==> src/rtl/fab_issue_queue_pkg.sv <==
// Shared constants for the FAB issue path: decode bundle layout, queue depth
// and the PC reset value.
package fab_issue_queue_pkg;

    // decode_out bundle width and field offsets, InstType at bit 0 up to RFWsrc
    localparam int FAB_DEC_W        = 67;
    localparam int DEC_INSTTYPE_LSB = 0;
    localparam int DEC_INSTTYPE_W   = 4;
    localparam int DEC_IMM_LSB      = 4;
    localparam int DEC_IMM_W        = 32;
    localparam int DEC_RS1_LSB      = 36;
    localparam int DEC_RS2_LSB      = 41;
    localparam int DEC_RD_LSB       = 46;
    localparam int DEC_REG_W        = 5;
    localparam int DEC_ALUOP_LSB    = 51;
    localparam int DEC_ALUOP_W      = 5;
    localparam int DEC_MEMOP_LSB    = 56;
    localparam int DEC_MEMOP_W      = 4;
    localparam int DEC_BRTYPE_LSB   = 60;
    localparam int DEC_BRTYPE_W     = 3;
    localparam int DEC_REGWRITE_LSB = 63;
    localparam int DEC_RFWSRC_LSB   = 64;
    localparam int DEC_RFWSRC_W     = 3;

    // Number of issue queue entries
    localparam int ISSUE_DEPTH = 8;

    // Fetch restart PC after reset
    localparam logic [31:0] PC_RESET = 32'h0000_0000;

endpackage

==> src/rtl/fab_iq_mem.sv <==
// Issue queue storage: DEPTH entries, two write ports (decode lanes 0/1) and
// one asynchronous read port for the head entry. Contents are not reset.
module fab_iq_mem #(
    parameter int DEPTH = 8,
    parameter int W     = 131
) (
    input  logic                     clk,
    input  logic                     we0,
    input  logic [$clog2(DEPTH)-1:0] waddr0,
    input  logic [W-1:0]             wdata0,
    input  logic                     we1,
    input  logic [$clog2(DEPTH)-1:0] waddr1,
    input  logic [W-1:0]             wdata1,
    input  logic [$clog2(DEPTH)-1:0] raddr,
    output logic [W-1:0]             rdata
);

    logic [W-1:0] mem [DEPTH];

    // Lane writes; the two addresses always differ by one so never collide
    always_ff @(posedge clk) begin
        if (we0) mem[waddr0] <= wdata0;
        if (we1) mem[waddr1] <= wdata1;
    end

    assign rdata = mem[raddr];

endmodule

==> src/rtl/fab_issue_queue.sv <==
// In-order issue buffer between decode (two lanes per cycle) and the FAB
// execute stage (one instruction per cycle, valid/ready with stop).
// A FAB redirect (flush) empties the queue but keeps the ordering bit running.
module fab_issue_queue
    import fab_issue_queue_pkg::*;
#(
    parameter int DEPTH = ISSUE_DEPTH,
    parameter int PC_W  = 32,
    parameter int DEC_W = FAB_DEC_W
) (
    input  logic                     clk,
    input  logic                     rst_n,
    input  logic                     in_valid0,
    input  logic                     in_valid1,
    input  logic [PC_W-1:0]          in_pc0,
    input  logic [PC_W-1:0]          in_pc1,
    input  logic [PC_W-1:0]          in_npc0,
    input  logic [PC_W-1:0]          in_npc1,
    input  logic [DEC_W-1:0]         in_dec0,
    input  logic [DEC_W-1:0]         in_dec1,
    output logic                     in_ready,
    output logic                     out_valid,
    output logic [PC_W-1:0]          out_pc,
    output logic [PC_W-1:0]          out_npc,
    output logic [DEC_W-1:0]         out_dec,
    output logic                     out_num,
    input  logic                     stop,
    input  logic                     flush,
    output logic [$clog2(DEPTH):0]   count
);

    localparam int AW = $clog2(DEPTH);
    localparam int CW = AW + 1;
    localparam int EW = 2 * PC_W + DEC_W;

    logic [AW-1:0] wr_ptr;
    logic [AW-1:0] rd_ptr;
    logic          num_q;
    logic          we0;
    logic          we1;
    logic          pop;
    logic [1:0]    enq_n;
    logic [EW-1:0] head;

    // Ready depends only on registered occupancy, never on in_valid
    assign in_ready  = (count <= CW'(DEPTH - 2));
    assign out_valid = (count != '0);

    // Flush discards anything arriving or leaving on the same edge
    assign we0   = in_ready & in_valid0 & ~flush;
    assign we1   = in_ready & in_valid1 & ~flush;
    assign enq_n = {1'b0, we0} + {1'b0, we1};
    assign pop   = out_valid & ~stop & ~flush;

    fab_iq_mem #(
        .DEPTH (DEPTH),
        .W     (EW)
    ) u_mem (
        .clk    (clk),
        .we0    (we0),
        .waddr0 (wr_ptr),
        .wdata0 ({in_pc0, in_npc0, in_dec0}),
        .we1    (we1),
        .waddr1 (wr_ptr + AW'(1)),
        .wdata1 ({in_pc1, in_npc1, in_dec1}),
        .raddr  (rd_ptr),
        .rdata  (head)
    );

    assign {out_pc, out_npc, out_dec} = head;
    assign out_num = num_q;

    // Pointer, occupancy and ordering-bit state; flush empties but keeps num
    always_ff @(posedge clk or negedge rst_n) begin
        if (!rst_n) begin
            wr_ptr <= '0;
            rd_ptr <= '0;
            count  <= '0;
            num_q  <= 1'b0;
        end else if (flush) begin
            wr_ptr <= '0;
            rd_ptr <= '0;
            count  <= '0;
        end else begin
            wr_ptr <= wr_ptr + AW'(enq_n);
            rd_ptr <= rd_ptr + AW'(pop);
            count  <= count + CW'(enq_n) - CW'(pop);
            num_q  <= num_q ^ pop;
        end
    end

endmodule

==> config.mk <==
export PLATFORM = sky130hd
export DESIGN_NAME = fab_issue_queue
export DESIGN_NICKNAME = d
export VERILOG_FILES = /design/src/rtl/fab_issue_queue_pkg.sv /design/src/rtl/fab_iq_mem.sv /design/src/rtl/fab_issue_queue.sv
export SDC_FILE = /design/constraint.sdc
export NUM_CORES = 1
export LEC_CHECK = 0
export CAP_MARGIN = 10
export CORE_MARGIN = 5
export CORE_UTILIZATION = 40
export CTS_CLUSTER_SIZE = 30
export DETAILED_ROUTE_END_ITERATION = 12
export DONT_BUFFER_PORTS = 1
export PLACE_DENSITY = 0.65
export SLEW_MARGIN = 10
export SYNTH_ARGS = -nofsm -noshare
export SYNTH_HDL_FRONTEND = slang
export SYNTH_SLANG_ARGS = --single-unit
==> constraint.sdc <==
create_clock -name clk -period 17.1 [get_ports clk]
set_input_delay 1.71 -clock clk [delete_from_list [all_inputs] [get_ports clk]]
set_output_delay 1.71 -clock clk [all_outputs]
set_load 0.05 [all_outputs]
==> Yosys cells after proc, flatten, opt, wreduce, memory -nomap -nowiden <==
Memories as Yosys holds them, arrays and structs flattened.
Index checks and enable logic that the tools add are counted.
{ "totals": {"elab_cells": 29, "n_memories": 1, "out_inout_bits": 138, "reg_bits": 11, "ramBits": 1048, "in_bits": 268} }
{ "mem_list": {"columns": ["name", "depth", "word_bits", "rd", "rd_ports_with_merged_regs", "wr", "line_no", "rtl"], "rows": [
  ["u_mem.mem", 8, 131, 1, 0, 2, "fab_iq_mem.sv:18", "logic [W-1:0] mem [DEPTH];"]
]} }
{ "classes": {"n_mux": 7, "add_sub_neg": 6, "bitwise_logic": 9, "n_reduce_logical": 1, "magnitude_cmp": 1} }
{ "op_table": {"columns": ["op", "count"], "rows": [
  ["AND 1 bit", 6],
  ["2-to-1 mux 3 bit", 2],
  ["adder 4 x 2 -> 4 bit", 1],
  ["less-or-equal comparator 4 x 3 -> 1 bit (second input constant)", 1],
  ["2-to-1 mux 1 bit", 4],
  ["2-to-1 mux 4 bit", 1],
  ["nonzero test 4 bit", 1],
  ["subtractor 4 x 1 -> 4 bit", 1],
  ["adder 3 x 1 -> 3 bit", 1],
  ["adder 3 x 1 -> 3 bit (second input constant)", 1],
  ["adder 3 x 2 -> 3 bit", 1],
  ["adder 1 x 1 -> 2 bit", 1],
  ["inverter 1 bit", 2],
  ["XOR 1 bit", 1]
]} }

==> Logic depth before layout (Yosys ltp) <==
{ "logic_depth": {"depth_word": 7, "ltp_mapped": 16, "mapped_depth_nobuf": 15} }

==> Modules after synthesis <==
From an unflattened synthesis, not the netlist that was laid out.
{ "hier_totals": {"hier_cells": 2771, "hier_area_um2": 52730.6} }
{ "by_module_without_submodules": {"columns": ["mod", "area_each_um2", "seq_area_each_um2", "cells_each", "instances"], "rows": [
  ["fab_iq_mem", 52032.4, 31470.2, 2704, 1],
  ["fab_issue_queue", 698.2, 275.3, 67, 1]
]} }

==> Worst setup path after synthesis <==
No wires, ideal clock.
{ "synth_path": {"path_kind": "in2reg", "start": "in flush", "end": "mem u_mem.mem[0][0] (enable)", "t_arrival_ns": 15.162, "setup_time_ns": 0.975, "required_time_ns": 16.125, "slack_ns": 0.963, "path_buffers": 0, "cell_stages": 2, "path_cell_list": "nand3b_1 o41ai_1"} }
{ "synth_lines": {"columns": ["element", "line_no", "rtl"], "rows": [
  ["start: declaration", "fab_issue_queue.sv:28", "input logic flush,"],
  ["end: declaration", "fab_iq_mem.sv:18", null]
]} }

==> Worst setup path in the final report <==
{ "layout_path": {"start": "reg rd_ptr[0]", "end": "out out_dec[61]"} }
{ "layout_between": {"elab_chain_len": 1} }
{ "layout_lines": {"columns": ["element", "line_no", "rtl"], "rows": [
  ["start: declaration", "fab_issue_queue.sv:37", "logic [AW-1:0] rd_ptr;"],
  ["start signal: assignment", "fab_issue_queue.sv:86", "rd_ptr <= rd_ptr + AW'(pop);"],
  ["memory read (8 x 131 bit)", null, null],
  ["end: declaration", "fab_issue_queue.sv:25", "output logic [DEC_W-1:0] out_dec,"]
]} }
No other way between the ends.

==> flow_summary.ini <==
[outcome]
status = finished, final reports clean

[timing]
whs_ps = 680
fin_crit_ps = 6350
maxSlewHeadroom_pct = 19.3
fin_skew_ps = 20.5
drv_slew = 0
setup_slack_ps = 10750
setup_violations = 0
fin_crit_sh_pct = 37.1
finalHoldViolCount = 0
finalSetupTns_ps = 0
max_slew.worst_pin.slew_ps = 1210
rsz0062_at_grt = false
fmax_ghz = 0.158

[worst_setup_path]
crit_family = buffers and inverters
cp_common_cell = buf_4
critPathLaunchType = register
rrSetupSlack_ps = 12090
critical_path_buf_inv_count = 2
r2r-start = count[3]
required_ps = 15390
cp.arrival_ps = 4640
crit_chain = buf_4 -> buf_4 -> mux4_2 -> mux2_2
slowest_stage = dfrtp_4
rr_worst_depth = 9
reg2reg_to = u_mem.mem[4][52]
cp_max_fo = 46
cp-end-kind = output port
slowest_delay_ps = 1070
worstSetupPathType = register to output port

[synth]
synth-edff-count = 1048
yosysSeqAreaShare_pct = 60.6
yosysWarnings = 0
synth_seq_cells = 1059
syn_nets = 3048
synthFlopType = edfxtp_1
postSynthAreaPerCell_um2 = 18.9
async_flop_share_pct = 1.04
ys_types = 33
netlist_area_mm2 = 0.0524
synth_cells = 2766

[global_routing]
grt_usage_pct = 20.3
antenna_found_initial = 1
grt_max_degree = 109
grt_remaining_overflow = 0
grt_pass1_wl_um = 205000
grt_pass1_vias = 29600

[drt]
drtAntennaViolNets = 0
dr_total_vias = 27200
vias_per_cell = 5.93
drc_errors = 0
drtPass1Iterations = 5
wl_per_cell_um = 30.9
wirelength_um = 142000
drt_iter0_drc = 2354

[clock_tree]
clock-root-buffer = clkbuf_16
cts.clk_slew.worst_paths_ps = 60
clock_sinks = 1059
holdBufCountCts = 0
postCtsSetupBuffers = 0
htree_levels = 3
cts_tree = yes
worstSkewPairLatency_ps = 730
cts.repair.resized = 0
cts_made_buffers = 115
cts_max_path_buffers = 3

[floorplanning]
die_h_um = 372
core_area_mm2 = 0.130
die_area_mm2 = 0.138
std_cell_rows = 132
die_x_um = 372
start_util_pct = 40.3
io_pins = 406

[run]
cap_violations = 0

[power]
powerDensity_mw_per_mm2 = 122
peakVddDrop_v = 0.000133
power.leakage_nw = 18.2

[placed_design]
portBuffers = 0
hpwl_um = 77700
dp_slack_ps = 11380
gp_congestion = 0.778

[layout]
area_growth_pct = 10.6
final_nets = 3033
layout-drive-gt1-share_pct = 50.2
n_fill_cell = 11000

[hold_path]
min_path_type = input pin to asynchronous set/reset pin
==> synthesized netlist by cell type, drive strengths merged, types with 2 or more instances <==
| cell type | n | area (µm²) |
|---|---|---|
| ha | 12 | 150 |
| nand3 | 5 | 25.0 |
| clkbuf | 72 | 270 |
| inv | 13 | 48.8 |
| nand4 | 4 | 25.0 |
| o31ai | 2 | 15.0 |
| xnor2 | 4 | 35.0 |
| mux4 | 262 | 5900 |
| nor2b | 5 | 31.3 |
| buf | 118 | 617 |
| mux2 | 1179 | 13300 |
| fa | 2 | 40.0 |
| nand2 | 3 | 11.3 |
| nor2 | 8 | 30.0 |
| dfrtp | 11 | 275 |
| nor3b | 2 | 20.0 |
| o41ai | 4 | 35.0 |
| xor2 | 3 | 26.3 |
| edfxtp | 1048 | 31500 |
==> logic make-up (layout without fill, tap and decap cells) <==
kind of cell               after synthesis  in the layout  synth area share, %
and+or+nand+nor                         30             30                0.315
xor gates and xnor gates                 7              7                0.117
muxes                                 1442           1442                 36.6
adders and majority gates               14             14                0.363
AOI/OAI and AO/OA                       11             11                0.158
other                                    0              3                    0
buffers and inverters                  203            282                 1.79
DFF                                   1059           1059                 60.6
==> metrics by stage <==
| step | cells | util [%] | power, W | instance area (µm²) |
|---|---|---|---|---|
| after CTS | 4587 | 44.6 | 0.00714 | 57900 |
| after detailed placement | 4376 | 41.8 | 0.00471 | 54300 |
| after floorplan | 2766 | - | 0.00446 | 52400 |
| after global placement | 4376 | 41.8 | 0.00468 | 54300 |
| after global routing | 4587 | 44.6 | 0.00731 | 57900 |
| final | 4590 | 44.6 | 0.00706 | 57900 |
==> routing by layer <==
metal	share of wire, %	wire [µm]	vias to the layer above	global-route usage, %
met3	9.0	12800	237	6.46
met5	0	0	-	0
met4	2.8	4020	0	5.86
met1	40	56800	14500	25.8
li1	-	-	11400	-
met2	48	68500	1057	33.6
==> cell type report <==
class,count,area (µm²),area share (%)
flip-flops and latches,1059,31800,54.8
multi-input cells,1504,19800,34.2
clock buffers,144,3040,5.24
well taps,1742,2180,3.76
clock inverters,67,599,1.03
repair buffers,58,498,0.859
inverters,13,48.8,0.0842
diodes,3,7.51,0.0130
==> registers in the layout (all words and copies together), names as in the netlist <==
register   flops
count          4
u_mem.mem   1048
out_num        1
wr_ptr         3
rd_ptr         3
==> layout by cell type (no fill, tap or decap), drive strengths merged <==
cell	netlist	final
a211oi	1	1
a21o	1	1
a21oi	1	1
and3	1	1
and3b	1	1
buf	118	58
bufinv	0	9
clkbuf	72	144
clkinv	0	47
clkinvlp	0	4
dfrtp	11	11
diode	0	3
edfxtp	1048	1048
fa	2	2
ha	12	12
inv	13	20
mux2	1179	1179
mux2i	1	1
mux4	262	262
nand2	3	3
nand3	5	5
nand3b	1	1
nand4	4	4
nor2	8	8
nor2b	5	5
nor3b	2	2
o21ai	1	1
o21bai	1	1
o31ai	2	2
o41ai	4	4
xnor2	4	4
xor2	3	3
==> report_power, final <==
group	switching (W)	internal (W)
registers	0.0000865	0.00310
logic	0.000915	0.000538
clock network	0.00104	0.00139
total	0.00204	0.00503
==> worst max path at each step <==
stage,start,to,slack [ps],depth (start not counted)
2_1_floorplan,flush,u_mem.mem[0][0],960,2
3_3_place_gp,rd_ptr[0],out_npc[3],11430,4
3_5_place_dp,rd_ptr[0],out_dec[61],11380,4
4_1_cts,rd_ptr[0],out_dec[61],10560,4
5_1_grt,rd_ptr[0],out_dec[61],10310,4
6_report,rd_ptr[0],out_dec[61],10750,4
No activity file was read; power rests on OpenSTA's default activity.
